File: config.mk
export PLATFORM = sky130hd
export DESIGN_NAME = elink_trig_peak_reader
export DESIGN_NICKNAME = d
export VERILOG_FILES = /design/src/rtl/elink_trig_peak_reader.sv
export SDC_FILE = /design/constraint.sdc
export NUM_CORES = 1
export LEC_CHECK = 0
export CAP_MARGIN = 20
export CORE_MARGIN = 1
export CORE_UTILIZATION = 60
export DETAILED_ROUTE_END_ITERATION = 7
export GPL_ROUTABILITY_DRIVEN = 0
export PLACE_DENSITY = 0.82
export SLEW_MARGIN = 25
export SYNTH_ARGS = -nofsm -noshare
export SYNTH_HDL_FRONTEND = slang
export SYNTH_SLANG_ARGS = --single-unit
File: constraint.sdc
create_clock -name clk -period 5.5 [get_ports clk]
set_input_delay 0.55 -clock clk [delete_from_list [all_inputs] [get_ports clk]]
set_output_delay 0.55 -clock clk [all_outputs]
set_load 0.02 [all_outputs]
File: src/rtl/elink_trig_peak_reader.sv
// elink_trig_peak_reader: scans fixed-length trigger windows of a summed word
// stream and queues one record per window holding the first nonzero word
// (amplitude and sample index), plus a flag set when more nonzero words followed.
// The window is aligned by the sync strobe. Records go through a small FIFO with
// valid/ready handshake and a sticky overflow flag.
// Optional feature: define TRIG_READER_THRESH_EN to add the thresh port and
// suppress records whose amplitude is below it.
module elink_trig_peak_reader #(
    parameter int unsigned MULTISAMPLE = 8,
    parameter int unsigned FIFO_DEPTH  = 4
) (
    input  logic        clk,
    input  logic        rst_n,
    input  logic [12:0] data_in,
    input  logic        sync,
`ifdef TRIG_READER_THRESH_EN
    input  logic [12:0] thresh,
`endif
    output logic        rec_valid,
    input  logic        rec_ready,
    output logic [12:0] rec_amp,
    output logic [3:0]  rec_idx,
    output logic        rec_multi,
    output logic        overflow
);

    localparam int unsigned PW = $clog2(FIFO_DEPTH);
    localparam int unsigned CW = PW + 1;
    localparam logic [3:0]    LAST_IDX = 4'(MULTISAMPLE - 1);
    localparam logic [CW-1:0] DEPTH_C  = CW'(FIFO_DEPTH);

    // window search state
    logic [3:0]  cnt_q, cnt_d;
    logic        pk_valid_q, pk_valid_d;
    logic [12:0] pk_amp_q, pk_amp_d;
    logic [3:0]  pk_idx_q, pk_idx_d;
    logic        pk_multi_q, pk_multi_d;

    logic [3:0]  cur_idx;
    logic        thresh_ok;
    logic        push;
    logic [12:0] push_amp;
    logic [3:0]  push_idx;
    logic        push_multi;

    // record FIFO state
    logic [12:0]   amp_mem_q   [FIFO_DEPTH];
    logic [12:0]   amp_mem_d   [FIFO_DEPTH];
    logic [3:0]    idx_mem_q   [FIFO_DEPTH];
    logic [3:0]    idx_mem_d   [FIFO_DEPTH];
    logic          multi_mem_q [FIFO_DEPTH];
    logic          multi_mem_d [FIFO_DEPTH];
    logic [PW-1:0] wr_ptr_q, wr_ptr_d;
    logic [PW-1:0] rd_ptr_q, rd_ptr_d;
    logic [CW-1:0] count_q, count_d;
    logic          overflow_q, overflow_d;

    logic pop;
    logic full;
    logic do_push;

    // Window search: sync restarts the window on the current word, the first
    // nonzero word is latched, and the last sample emits the record and clears.
    always_comb begin
        cur_idx    = sync ? '0 : cnt_q;
        pk_valid_d = sync ? 1'b0 : pk_valid_q;
        pk_amp_d   = sync ? '0 : pk_amp_q;
        pk_idx_d   = sync ? '0 : pk_idx_q;
        pk_multi_d = sync ? 1'b0 : pk_multi_q;

        if (data_in != '0) begin
            if (!pk_valid_d) begin
                pk_valid_d = 1'b1;
                pk_amp_d   = data_in;
                pk_idx_d   = cur_idx;
                pk_multi_d = 1'b0;
            end else begin
                pk_multi_d = 1'b1;
            end
        end

`ifdef TRIG_READER_THRESH_EN
        thresh_ok = (pk_amp_d >= thresh);
`else
        thresh_ok = 1'b1;
`endif

        push       = 1'b0;
        push_amp   = pk_amp_d;
        push_idx   = pk_idx_d;
        push_multi = pk_multi_d;

        if (cur_idx == LAST_IDX) begin
            push       = pk_valid_d && thresh_ok;
            pk_valid_d = 1'b0;
            pk_amp_d   = '0;
            pk_idx_d   = '0;
            pk_multi_d = 1'b0;
            cnt_d      = '0;
        end else begin
            cnt_d = cur_idx + 4'd1;
        end
    end

    // FIFO control: a pop frees a slot in the same edge, so push+pop when full
    // succeeds; a push that finds no slot is dropped and flags overflow.
    always_comb begin
        pop     = (count_q != '0) && rec_ready;
        full    = (count_q == DEPTH_C);
        do_push = push && (!full || pop);

        amp_mem_d   = amp_mem_q;
        idx_mem_d   = idx_mem_q;
        multi_mem_d = multi_mem_q;
        wr_ptr_d    = wr_ptr_q;
        rd_ptr_d    = rd_ptr_q;
        count_d     = count_q;
        overflow_d  = overflow_q | (push && full && !pop);

        if (do_push) begin
            amp_mem_d[wr_ptr_q]   = push_amp;
            idx_mem_d[wr_ptr_q]   = push_idx;
            multi_mem_d[wr_ptr_q] = push_multi;
            wr_ptr_d              = wr_ptr_q + PW'(1);
        end
        if (pop) begin
            rd_ptr_d = rd_ptr_q + PW'(1);
        end

        case ({do_push, pop})
            2'b10:   count_d = count_q + CW'(1);
            2'b01:   count_d = count_q - CW'(1);
            default: count_d = count_q;
        endcase
    end

    // State registers with asynchronous clear.
    always_ff @(posedge clk or negedge rst_n) begin
        if (!rst_n) begin
            cnt_q      <= '0;
            pk_valid_q <= 1'b0;
            pk_amp_q   <= '0;
            pk_idx_q   <= '0;
            pk_multi_q <= 1'b0;
            wr_ptr_q   <= '0;
            rd_ptr_q   <= '0;
            count_q    <= '0;
            overflow_q <= 1'b0;
            for (int unsigned i = 0; i < FIFO_DEPTH; i++) begin
                amp_mem_q[i]   <= '0;
                idx_mem_q[i]   <= '0;
                multi_mem_q[i] <= 1'b0;
            end
        end else begin
            cnt_q       <= cnt_d;
            pk_valid_q  <= pk_valid_d;
            pk_amp_q    <= pk_amp_d;
            pk_idx_q    <= pk_idx_d;
            pk_multi_q  <= pk_multi_d;
            wr_ptr_q    <= wr_ptr_d;
            rd_ptr_q    <= rd_ptr_d;
            count_q     <= count_d;
            overflow_q  <= overflow_d;
            amp_mem_q   <= amp_mem_d;
            idx_mem_q   <= idx_mem_d;
            multi_mem_q <= multi_mem_d;
        end
    end

    // Head-of-FIFO outputs; forced to zero while empty so reset shows zeros.
    always_comb begin
        rec_valid = (count_q != '0);
        rec_amp   = rec_valid ? amp_mem_q[rd_ptr_q]   : '0;
        rec_idx   = rec_valid ? idx_mem_q[rd_ptr_q]   : '0;
        rec_multi = rec_valid ? multi_mem_q[rd_ptr_q] : 1'b0;
        overflow  = overflow_q;
    end

endmodule

# ---- Yosys cells after proc, flatten, opt, wreduce, memory -nomap -nowiden
# Cells that the tools add are included.
dict set report totals {
  reg_bits 103
  in_bits 17
  output_inout_bits 20
}
dict set report classes {
  bitwise_logic 3
  magnitude_cmp 3
  n_eq_ne 4
  addsub 5
  n_mux 40
  n_reduce_logical 11
}
# cell count
set op_table {}
lappend op_table {{$mux 13} 8}
lappend op_table {{$bwmux 52} 1}
lappend op_table {{$mux 4} 10}
lappend op_table {{$bmux 13 s2} 1}
lappend op_table {{$demux 13 s2} 1}
lappend op_table {{$bwmux 16} 1}
lappend op_table {{$reduce_bool 13->1} 1}
lappend op_table {{$mux 1} 12}
lappend op_table {{$bmux 4 s2} 1}
lappend op_table {{$demux 4 s2} 1}
lappend op_table {{$ge 3x3->1 const B} 2}
lappend op_table {{$not 2->3} 2}
lappend op_table {{$pmux 3 s2} 1}
lappend op_table {{$logic_and 1x1->1} 5}
lappend op_table {{$add 2x1->2 const B} 2}
lappend op_table {{$add 4x1->4 const B} 1}
lappend op_table {{$bwmux 4} 1}
lappend op_table {{$eq 4x3->1 const B} 1}
lappend op_table {{$add 3x1->3 const B} 1}
lappend op_table {{$eq 3x3->1 const B} 1}
lappend op_table {{$lt 3x1->1 const B} 1}
lappend op_table {{$reduce_bool 3->1} 1}
lappend op_table {{$sub 3x1->3 const B} 1}
lappend op_table {{$bmux 1 s2} 1}
lappend op_table {{other kinds (7)} 8}

# ---- Longest topological paths before layout
# Gate-level depths: netlist (run 1).
dict set report logic_depth {
  ltp_word 6
  ltp_mapped 13
  ltp_nobuf 11
}

# ---- Worst setup path before layout (run 1)
# Ideal clock, no wire load.
dict set report synth_timing {
  path_kind {input port to flip-flop}
  from {input port sync}
  to {register count_q[2]}
  cell_stages 13
  n_path_buf 2
  required_time_ps 5421
  setup_slack_ps 2724
  arrival_time_ps 2697
  cell_sequence {clkbuf_1 > nand2b_1 > inv_1 > ha_1 > and4bb_2 > buf_2 > nand3_1 > ha_1 > inv_1 > fa_1 > xor2_1 > nor2_1 > xor2_1}
}
dict set report synth_via {
  elab_chain_len 6
  elab_cells_between_ends 10
}
# element line_no
set synth_rtl {}
lappend synth_rtl {{start: declaration} 15} ;# input logic sync,
lappend synth_rtl {{$mux 4 / $mux 1 (equally long branches)} {65, 66}}
lappend synth_rtl {{$eq 4x3->1 / $mux 1 (equally long branches)} {93, 71}}
lappend synth_rtl {{$mux 1 (*)} 93} ;# if (cur_idx == LAST_IDX) begin
lappend synth_rtl {{$logic_and 1x1->1 (*)} 110} ;# do_push = push && (!full || pop);
lappend synth_rtl {{$eq 2x1->1 / $eq 2x2->1 (equally long branches)} 130} ;# case ({do_push, pop})
lappend synth_rtl {{$pmux 3 s2 / $reduce_bool 2->1 (equally long branches)} n/a}
lappend synth_rtl {{end signal: assignment} 162} ;# count_q <= count_d;
lappend synth_rtl {{end: declaration} 55} ;# logic [CW-1:0] count_q, count_d;
# Mark *: on every way between the ends. The rest lies on a longest branch, timed or not.
# A chain may end at the register's enable or synchronous reset.

# ---- Worst setup path in the final report (run 1)
dict set report layout_timing {
  from {input port sync}
  to {register amp_mem_q[29] (netlist name)}
}
dict set report layout_via {
  elab_chain_len 4
  elab_cells_between_ends 10
}
# element line_no
set layout_rtl {}
lappend layout_rtl {{$mux 4 (tied with other cells)} 65} ;# cur_idx = sync ? '0 : cnt_q;
lappend layout_rtl {{$eq 4x3->1 (tied with other cells)} 93}
lappend layout_rtl {{$mux 1 / $mux 13 (equally long branches)} {93, 71}}
lappend layout_rtl {{$logic_and 1x1->1 / $bwmux 52 (equally long branches)} {110, 121}}
lappend layout_rtl {{end signal: assignment} 164} ;# amp_mem_q <= amp_mem_d;
lappend layout_rtl {{end: declaration} 47} ;# logic [12:0] amp_mem_q [FIFO_DEPTH];
# Several ways; a longest one is shown, not always the timed one.

==> results of run 1 <==
-- routing by layer --
layer | up-vias | GRT usage | routed length [um]
met5 | - | 0 | 0
met4 | 0 | 0.102 | 93
met3 | 10 | 0.0439 | 407
met2 | 78 | 0.420 | 4790
met1 | 1611 | 0.375 | 4310
li1 | 1500 | - | -
-- flip-flops by register name (all words and copies together), names as in the netlist --
| name | count |
|---|---|
| pk_valid_q | 1 |
| rd_ptr_q | 2 |
| pk_idx_q | 4 |
| pk_multi_q | 1 |
| wr_ptr_q | 2 |
| count_q | 3 |
| cnt_q | 4 |
| overflow | 1 |
| amp_mem_q | 52 |
| pk_amp_q | 13 |
| idx_mem_q | 16 |
| multi_mem_q | 4 |
-- power by group through the flow --
stage / logic (uW) / clock network [uW] / registers, uW
2_1_floorplan: 337 / 0 / 885
3_3_place_gp: 436 / 0 / 925
3_5_place_dp: 459 / 0 / 931
4_1_cts: 460 / 487 / 917
5_1_grt: 500 / 520 / 928
6_report: 452 / 481 / 918
-- cell families (layout without fill, tap and decap cells) --
| group | Yosys count | after routing |
|---|---|---|
| xor+xnor | 7 | 7 |
| fa+ha+maj | 7 | 7 |
| simple gates | 150 | 150 |
| mux | 25 | 25 |
| compound gates | 96 | 96 |
| buf+inv | 38 | 69 |
| flops | 103 | 103 |
-- synth_stat cells, types with 2 or more instances --
cell      number
a21oi_1       78
nor3_1         3
nor4_2         2
xnor2_1        4
nand2b_1       3
inv_1         11
clkbuf_1       9
ha_1           6
a22oi_1        9
buf_2         16
a21oi_2        5
nor2b_1        2
mux2i_1        6
dfrtp_1      103
nand3_1        6
nand2_1        6
and2_1        19
nor2_1       101
mux4_2        18
xor2_1         3
o31ai_1        2
-- per-stage QoR --
| stage | std cells | utilization |
|---|---|---|
| floorplan | 426 | - |
| global placement | 540 | 0.682 |
| detailed placement | 540 | 0.682 |
| CTS | 556 | 0.710 |
| global route | 556 | 0.710 |
| finish | 556 | 0.710 |
-- area by class of cell --
type                    instances  area (um^2)
clock buffers                  10          138
repair buffers                 42          403
flip-flops and latches        103         2580
multi-input cells             285         1850
inverters                      11         41.3
clock inverters                 6         68.8
fillers                       546         2120
well taps                      99          124
-- worst paths after layout --
| check | slack [ns] | depth (start not counted) | end |
|---|---|---|---|
| worst min register to register | 0.50 | 1 | overflow |
| min in group clk | 0.50 | 1 | overflow |
| worst max register to register | 2.57 | 8 | amp_mem_q[29] |
| worst max-delay path | 2.02 | 10 | amp_mem_q[29] |
| worst min-delay path | 0.1 | 1 | count_q[2] |
| max in group asynchronous | 4.17 | 2 | amp_mem_q[22] |
==> results.md, run 1 <==
- Mapped Nets: 450
- Area post-placement: around 5000 um^2
- Setup TNS after final layout: 0 ns
- Crit-path slowest cell: a21oi_2
- Ant. Diodes: 0
- Synth Area in XOR/XNOR: 0.0133
- Crit. End Element: flip-flop
- Max_cap viols: 0
- Switching Share: 0.307
- Crit path kind: in2reg
- Final WS setup: 2.02 ns
- RSZ-0062 raised after global routing: false
- Post-CTS resize count: 0
- Slew Viols, Final: 0
- CTS tree: done
- Clk Latency, worst-skew pair: ~0.35 ns
- Comb pwr share: 0.244
- Async S/R FF share, synth: 1.00
- Crit share post-route: 0.632
- Largest net degree at the start of global routing: 76
- Post-DP HPWL: between 6000 and 7000 um
- Drt pass-1 iters: 4
- Post-route ant nets: 0
- Nets: 476
- Hold buffers post-CTS: 0
- Die height: ~90 um
- Final Critical Period: 3.48 ns
- Worst path arrival time: between 3 and 4 ns
- Wire per inst: between 15 and 20 um
- Relative slew margins: 0.309
- Boundary pin count: 37
- Prevailing post-synth register cell: dfrtp_1
- Worst hold path type: in2async
- Top delay family on crit path: simple AND/OR/NAND/NOR gates
- Syn Area/Cell: between 10 and 15 um^2
- # rows: 31
- Worst Hold Slack: between 0.09 and 0.1 ns
- Clock transition at path regs: approximately 0.10 ns
- Adder-cell share of the synthesized area: 0.0207
- Register area share after synthesis: 0.560
- Cell Pwr Density: 355 nW/um^2
- P_sw: 568 uW
- Initial antenna violation count: 0
- Layout cell share with drive strength beyond 1: 0.116
- CTS root buffer: clkbuf_8
- Synth area leaders: dfrtp_1, mux4_2, a21oi_1
- # Post-CTS Setup Buffers: 0
- Placement Setup Slack: around 1.7 ns
- Clk pwr share: 0.260
- Setup-failing EPs final: 0
- WP data required: just under 6 ns
- Final Hold Fails: 0
- Critical path's largest stage delay: 0.65 ns
- Sequence of cells on the critical path: clkdlybuf4s50_1 > nand2b_1 > inv_1 > ha_1 > and4bb_2 > nand3_1 > a21oi_2 > buf_4 > nor2_1 > a21oi_1
- Internal power: between 1000 and 1500 uW
- Most common cell after layout, fill and taps aside: dfrtp_1
- CP Buf/Inv Count: 3
- Routed WL: about 9600 um
- #FFs+latches synth: ~100
- Mux cell area share after synthesis: 0.104
- Yosys synthesis warning count: 0
- CTS Buf Count: 9
- Vias per inst: between 5 and 6
- Sink Count: about 100
- Seq pwr share: 0.496
- Post-route DRC: 0
- Critical path startpoint: sync
- Die ar.: 8020 um^2
- Largest family of logic cells by synthesized area: simple AND/OR/NAND/NOR gates
- Post-Synth Simple-Gate Area: 0.150
- Gr usage total: 0.266
- EDFF count, synth: 0
- Synth top area share: 0.560
- First-pass GRT wire length: ~16000 um
- Mapped cell area: around 4600 um^2
- Clock skew: ~0.0072 ns
- RR Startpoint: cnt_q[1]
- Most frequent cells in the layout: dfrtp_1, nor2_1, a21oi_1
- Core area: 7330 um^2
- Startpoint types: input pin
- Worst-path fanout max: 25
- Total number of H-tree levels: 3
- Overflow after GRT: 0
- Lkg Pwr: 0.00236 uW
- Worst vdd ir: 209 uV
- Initial Utilization: 0.628
- Max Freq: between 200 and 300 MHz
- Status: completed
- Iteration-0 DRC Markers: ~220
- Area leader, netlist: dfrtp_1
- Post-synth cell types: 35
- Die extent in x: ~90 um
- Power, Total: 1850 uW
- Worst slew pin tran: ~1.0 ns
- Synthesis-to-finish area growth: 13.1%
- Vias in the first global route: roughly 3100
- Via count: about 3200
- Max clock buf depth: 2
- Mapped Cells: roughly 430
- Compound-Gate Fraction of Synth Area: 0.115
- Cell area after layout: 5210 um^2
- IO Port Bufs: 36
No activity file was read; power rests on OpenSTA's default activity.
==> run 2: changes to the inputs <==
CORE_UTILIZATION = 58   (was 60)
PLACE_DENSITY = 0.8   (was 0.82)
clock period = 3.2 ns   (was 5.5 ns; I/O delays follow)
==> results.md, run 2 (synthesis results as in run 1) <==
- Worst hold path type: in2async
- M3 GR Usage: 0.0427
- Clock transition at path regs: 0.09 ns
- Status: completed
- Cell area after layout: 5340 um^2
- Met2 GRT Util: 0.428
- Overflow after GRT: 0
- WP data required: roughly 2.9 ns
- Vias in the first global route: about 3400
- Crit path kind: reg2out
- Max FFs per register: between 50 and 60
- Setup TNS after final layout: 0 ns
- Post-route ant nets: 0
- First-pass GRT wire length: approximately 16000 um
- Lkg Pwr: ~0.0024 uW
- Most frequent cells in the layout: dfrtp_1, nor2_1, a21oi_1
- Post-CTS resize count: 0
- Area post-placement: just over 5000 um^2
- Sequence of cells on the critical path: or3_1 > and2_1 > clkdlybuf4s50_1
- Largest net degree at the start of global routing: 39
- Gr usage total: 0.257
- CTS root buffer: clkbuf_8
- Iteration-0 DRC Markers: about 180
- Met1 Track Usage GR: 0.333
- Sink Count: slightly above 100
- Max Freq: around 370 MHz
- Die ar.: approximately 8300 um^2
- Worst vdd ir: about 460 uV
- Final Critical Period: between 2 and 3 ns
- Wire per inst: between 15 and 20 um
- Vias per inst: 5.78
- Relative slew margins: 0.479
- Layout cell share with drive strength beyond 1: 0.131
- IO Port Bufs: 36
- Ant. Diodes: 0
- Die extent in x: ~91 um
- Startpoint types: flip-flop
- Worst path arrival time: 2.38 ns
- CTS Buf Count: 9
- Total number of H-tree levels: 3
- Setup-failing EPs final: 0
- Final Hold Fails: 0
- Die height: between 90 and 100 um
- Initial Utilization: 0.599
- Crit share post-route: 0.844
- Max_cap viols: 0
- Post-DP HPWL: 6510 um
- Routed WL: 9710 um
- Crit. End Element: output pin
- Worst slew pin tran: around 0.78 ns
- Most common cell after layout, fill and taps aside: dfrtp_1
- Clock skew: ~0.011 ns
- Drt pass-1 iters: 5
- Cell Pwr Density: 622 nW/um^2
- Synthesis-to-finish area growth: 16.0%
- Slew Viols, Final: 0
- Regs by FF count: amp_mem_q: 52 flops, idx_mem_q: 16 flops, pk_amp_q: 13 flops
- Post-route DRC: 0
- Via count: roughly 3300
- Clk Latency, worst-skew pair: approximately 0.37 ns
- # rows: 32
- Max clock buf depth: 2
- Nets: between 400 and 500
- GRT Max-Usage Layer: met2
- Crit-path slowest cell: or3_1
- Core area: 7690 um^2
- Critical path's largest stage delay: 0.73 ns
- Biggest register: amp_mem_q
- Initial antenna violation count: 0
- RSZ-0062 raised after global routing: false
- CTS tree: done
- Boundary pin count: 37
- Worst-path fanout max: 20
-- run 2: cell types whose count changed in the layout (fill, tap and decap cells not counted), sizes merged --
cell	before	now
buf	7	16
bufinv	1	3
clkbuf	10	9
clkinv	0	1
clkinvlp	4	2
dlygate4sd3	0	1
inv	12	11
-- run 2: timing repair --
| item | CTS | global route |
|---|---|---|
| endpoints found under the setup margin | 0 | 0 |
| hold buffers | 1 | 0 |
| hold endpoints to repair | 36 | 0 |
| setup buffers | 0 | 0 |
-- run 2: metrics by stage --
step	hold slack, ns	instances	worst slack (ns)	total power, uW	util
global placement	0.309	552	0.463	2360	0.663
floorplan	0.0244	426	0.654	2100	-
CTS	0.463	568	0.472	3340	0.695
finish	0.446	568	0.498	3320	0.695
global route	0.484	568	0.382	3470	0.695
detailed placement	0.310	552	0.350	2400	0.663
-- run 2: critical path: cells and delay by family, from the launching register on --
family	cells	cell delay, ns
buf+inv	1	0.54
simple gates	2	1.04
flops	1	0.43
-- run 2: cell type report --
cell class	instances	area (um^2)
multi-input cells	285	1850
clock buffers	9	124
flip-flops and latches	103	2580
well taps	102	128
repair buffers	52	505
inverters	11	41.3
fillers	558	2350
clock inverters	6	110
-- run 2: layer usage --
layer	vias up	share of wire
met5	-	0
met4	0	0.023
met3	16	0.053
met2	102	0.50
met1	1644	0.43
li1	1523	-
-- run 2: worst paths after layout --
| kind | startpoint | to | slack [ns] | depth (start not counted) |
|---|---|---|---|---|
| worst max-delay path | count_q[0] | rec_multi | 0.50 | 3 |
| worst min-delay path | rst_n | rd_ptr_q[1] | 0.45 | 2 |
| worst max register to register | count_q[0] | count_q[2] | 0.68 | 8 |
| worst min register to register | count_q[2] | count_q[2] | 0.49 | 1 |
| max in group asynchronous | rst_n | amp_mem_q[33] | 1.95 | 3 |
| min in group clk | count_q[2] | count_q[2] | 0.49 | 1 |
-- run 2: where the power goes --
part / internal [uW] / leakage [uW] / switching, uW
sequential: 1440 / 0.00136 / 81.1
combinational: 391 / 0.000964 / 465
clock: 513 / 0.000111 / 430
==> run 3: changes to the inputs <==
CORE_UTILIZATION = 52   (was 58)
PLACE_DENSITY = 0.75   (was 0.8)
clock period = 2.3 ns   (was 3.2 ns; I/O delays follow)
==> results.md, run 3 (synthesis results as in run 1) <==
- Nets: roughly 510
- Post-DP HPWL: 7070 um
- Largest net degree at the start of global routing: 61
- Sink Count: a little over 100
- Crit path kind: reg2out
- IO Port Bufs: 36
- Gr usage total: 0.249
- Ant. Diodes: 0
- Lkg Pwr: between 0.002 and 0.003 uW
- Via count: about 3300
- Multi-input logic area: about 1900 um^2
- Clk pwr share: 0.273
- Post-route ant nets: 0
- Total number of H-tree levels: 3
- Critical path's largest stage delay: ~0.5 ns
- P_sw: around 1500 uW
- CTS tree: done
- Relative slew margins: 0.676
- Vias per inst: ~5.6
- CTS root buffer: clkbuf_8
- Most common cell after layout, fill and taps aside: dfrtp_1
- Boundary pin count: 37
- Die ar.: 9230 um^2
- Final Critical Period: around 2.3 ns
- Layout cell share with drive strength beyond 1: 0.193
- Max Freq: around 440 MHz
- # rows: 33
- Drt pass-1 iters: 4
- WP data required: ~2.1 ns
- Max clock buf depth: 2
- Routed WL: 10300 um
- Clock transition at path regs: roughly 0.11 ns
- R2R cell count: 8
- Fillers: approximately 650
- Switching Share: 0.307
- Crit share post-route: 0.983
- Comb pwr share: 0.276
- Cell Pwr Density: between 800 and 900 nW/um^2
- Iteration-0 DRC Markers: ~180
- Seq pwr share: 0.451
- Post-route DRC: 0
- Max_cap viols: 0
- Crit-path slowest cell: mux4_2
- Placement Setup Slack: -0.304 ns
- Startpoint types: flip-flop
- CTS Buf Count: 9
- Vias in the first global route: around 3300
- Synthesis-to-finish area growth: 21.6%
- Die height: 96.1 um
- Core area: approximately 8400 um^2
- Max FFs per register: between 50 and 60
- Worst path arrival time: approximately 2.0 ns
- Post-Route Utilization: 0.668
- Crit. End Element: output pin
- RR Endpoint: count_q[2]
- Biggest register: amp_mem_q
- Worst hold path type: in2async
- Setup-failing EPs final: 0
- Regs by FF count: amp_mem_q: 52 flops, idx_mem_q: 16 flops, pk_amp_q: 13 flops
- Wire per inst: between 15 and 20 um
- Most frequent cells in the layout: dfrtp_1, nor2_1, a21oi_1
- Internal power: between 3000 and 4000 uW
- Worst vdd ir: 586 uV
- Die extent in x: 96.1 um
- Overflow after GRT: 0
- Slew Viols, Final: 0
- RR Startpoint: count_q[0]
- Status: completed
- Initial antenna violation count: 0
- Clock skew: about 0.012 ns
- Initial Utilization: 0.549
- Setup slack, reg-to-reg: around 0.13 ns
- Sequence of cells on the critical path: buf_8 > mux4_2 > and2_1 > dlygate4sd2_1
- Worst slew pin tran: between 0.4 and 0.5 ns
- Clk Latency, worst-skew pair: around 0.38 ns
- Final WS setup: between 0.03 and 0.04 ns
- First-pass GRT wire length: between 15000 and 20000 um
- Worst-path fanout max: 8
- Register cell area after layout: ~2600 um^2
- Final Hold Fails: 0
[run 3: final cells by class]
cell class | count | share of cell area
flip-flops and latches | 103 | 0.461
multi-input cells | 285 | 0.336
repair buffers | 78 | 0.129
well taps | 105 | 0.0235
clock buffers | 9 | 0.0221
clock inverters | 7 | 0.0203
inverters | 11 | 0.00738
[run 3: per-stage QoR]
stage	std cells	cell area [um^2]	setup TNS [ns]	hold slack [ns]	total power (uW)
finish	598	5600	0	0.189	4770
global route	598	5600	-0.0102	0.188	4990
CTS	596	5530	0	0.174	4720
detailed placement	579	5300	-7.67	0.0465	3450
global placement	579	5300	-5.07	0.0448	3390
floorplan	426	4610	0	-0.0656	2930
[run 3: how the worst max path moves through the flow]
| stage | startpoint | endpoint | cells past startpoint |
|---|---|---|---|
| 4_1_cts | rd_ptr_q[0] | rec_multi | 4 |
| 6_report | rd_ptr_q[0] | rec_idx[2] | 4 |
| 5_1_grt | rd_ptr_q[0] | rec_amp[2] | 4 |
| 2_1_floorplan | sync | count_q[2] | 13 |
| 3_3_place_gp | data_in[1] | count_q[2] | 11 |
| 3_5_place_dp | data_in[10] | count_q[2] | 11 |
[run 3: worst max-delay path, delay by kind of cell, from the launching register on]
kind	cells	cell delay, ns
and+or+nand+nor	1	0.16
muxes	1	0.50
DFF	1	0.49
buffers and inverters	2	0.49
[run 3: power groups by stage]
stage,clock (uW),combinational (uW),sequential (uW)
after floorplan,0,810,2120
after global placement,0,1250,2150
after detailed placement,0,1280,2160
after CTS,1330,1260,2130
after global routing,1390,1430,2170
final,1300,1310,2150
[run 3: repair_timing]
action | CTS | global route
cloned | 0 | 1
hold buffers | 1 | 0
endpoints found under the hold margin | 77 | 0
pin swaps | 0 | 2
gates resized for setup | 19 | 23
setup buffers | 0 | 1
endpoints found under the setup margin | 18 | 23
[run 3: routing by layer]
| layer | global-route usage | part of all wire | routed length, um |
|---|---|---|---|
| met1 | 0.339 | 0.45 | 4640 |
| met3 | 0.0545 | 0.039 | 405 |
| met5 | 0 | 0 | 0 |
| met2 | 0.401 | 0.50 | 5170 |
| met4 | 0.0746 | 0.012 | 120 |
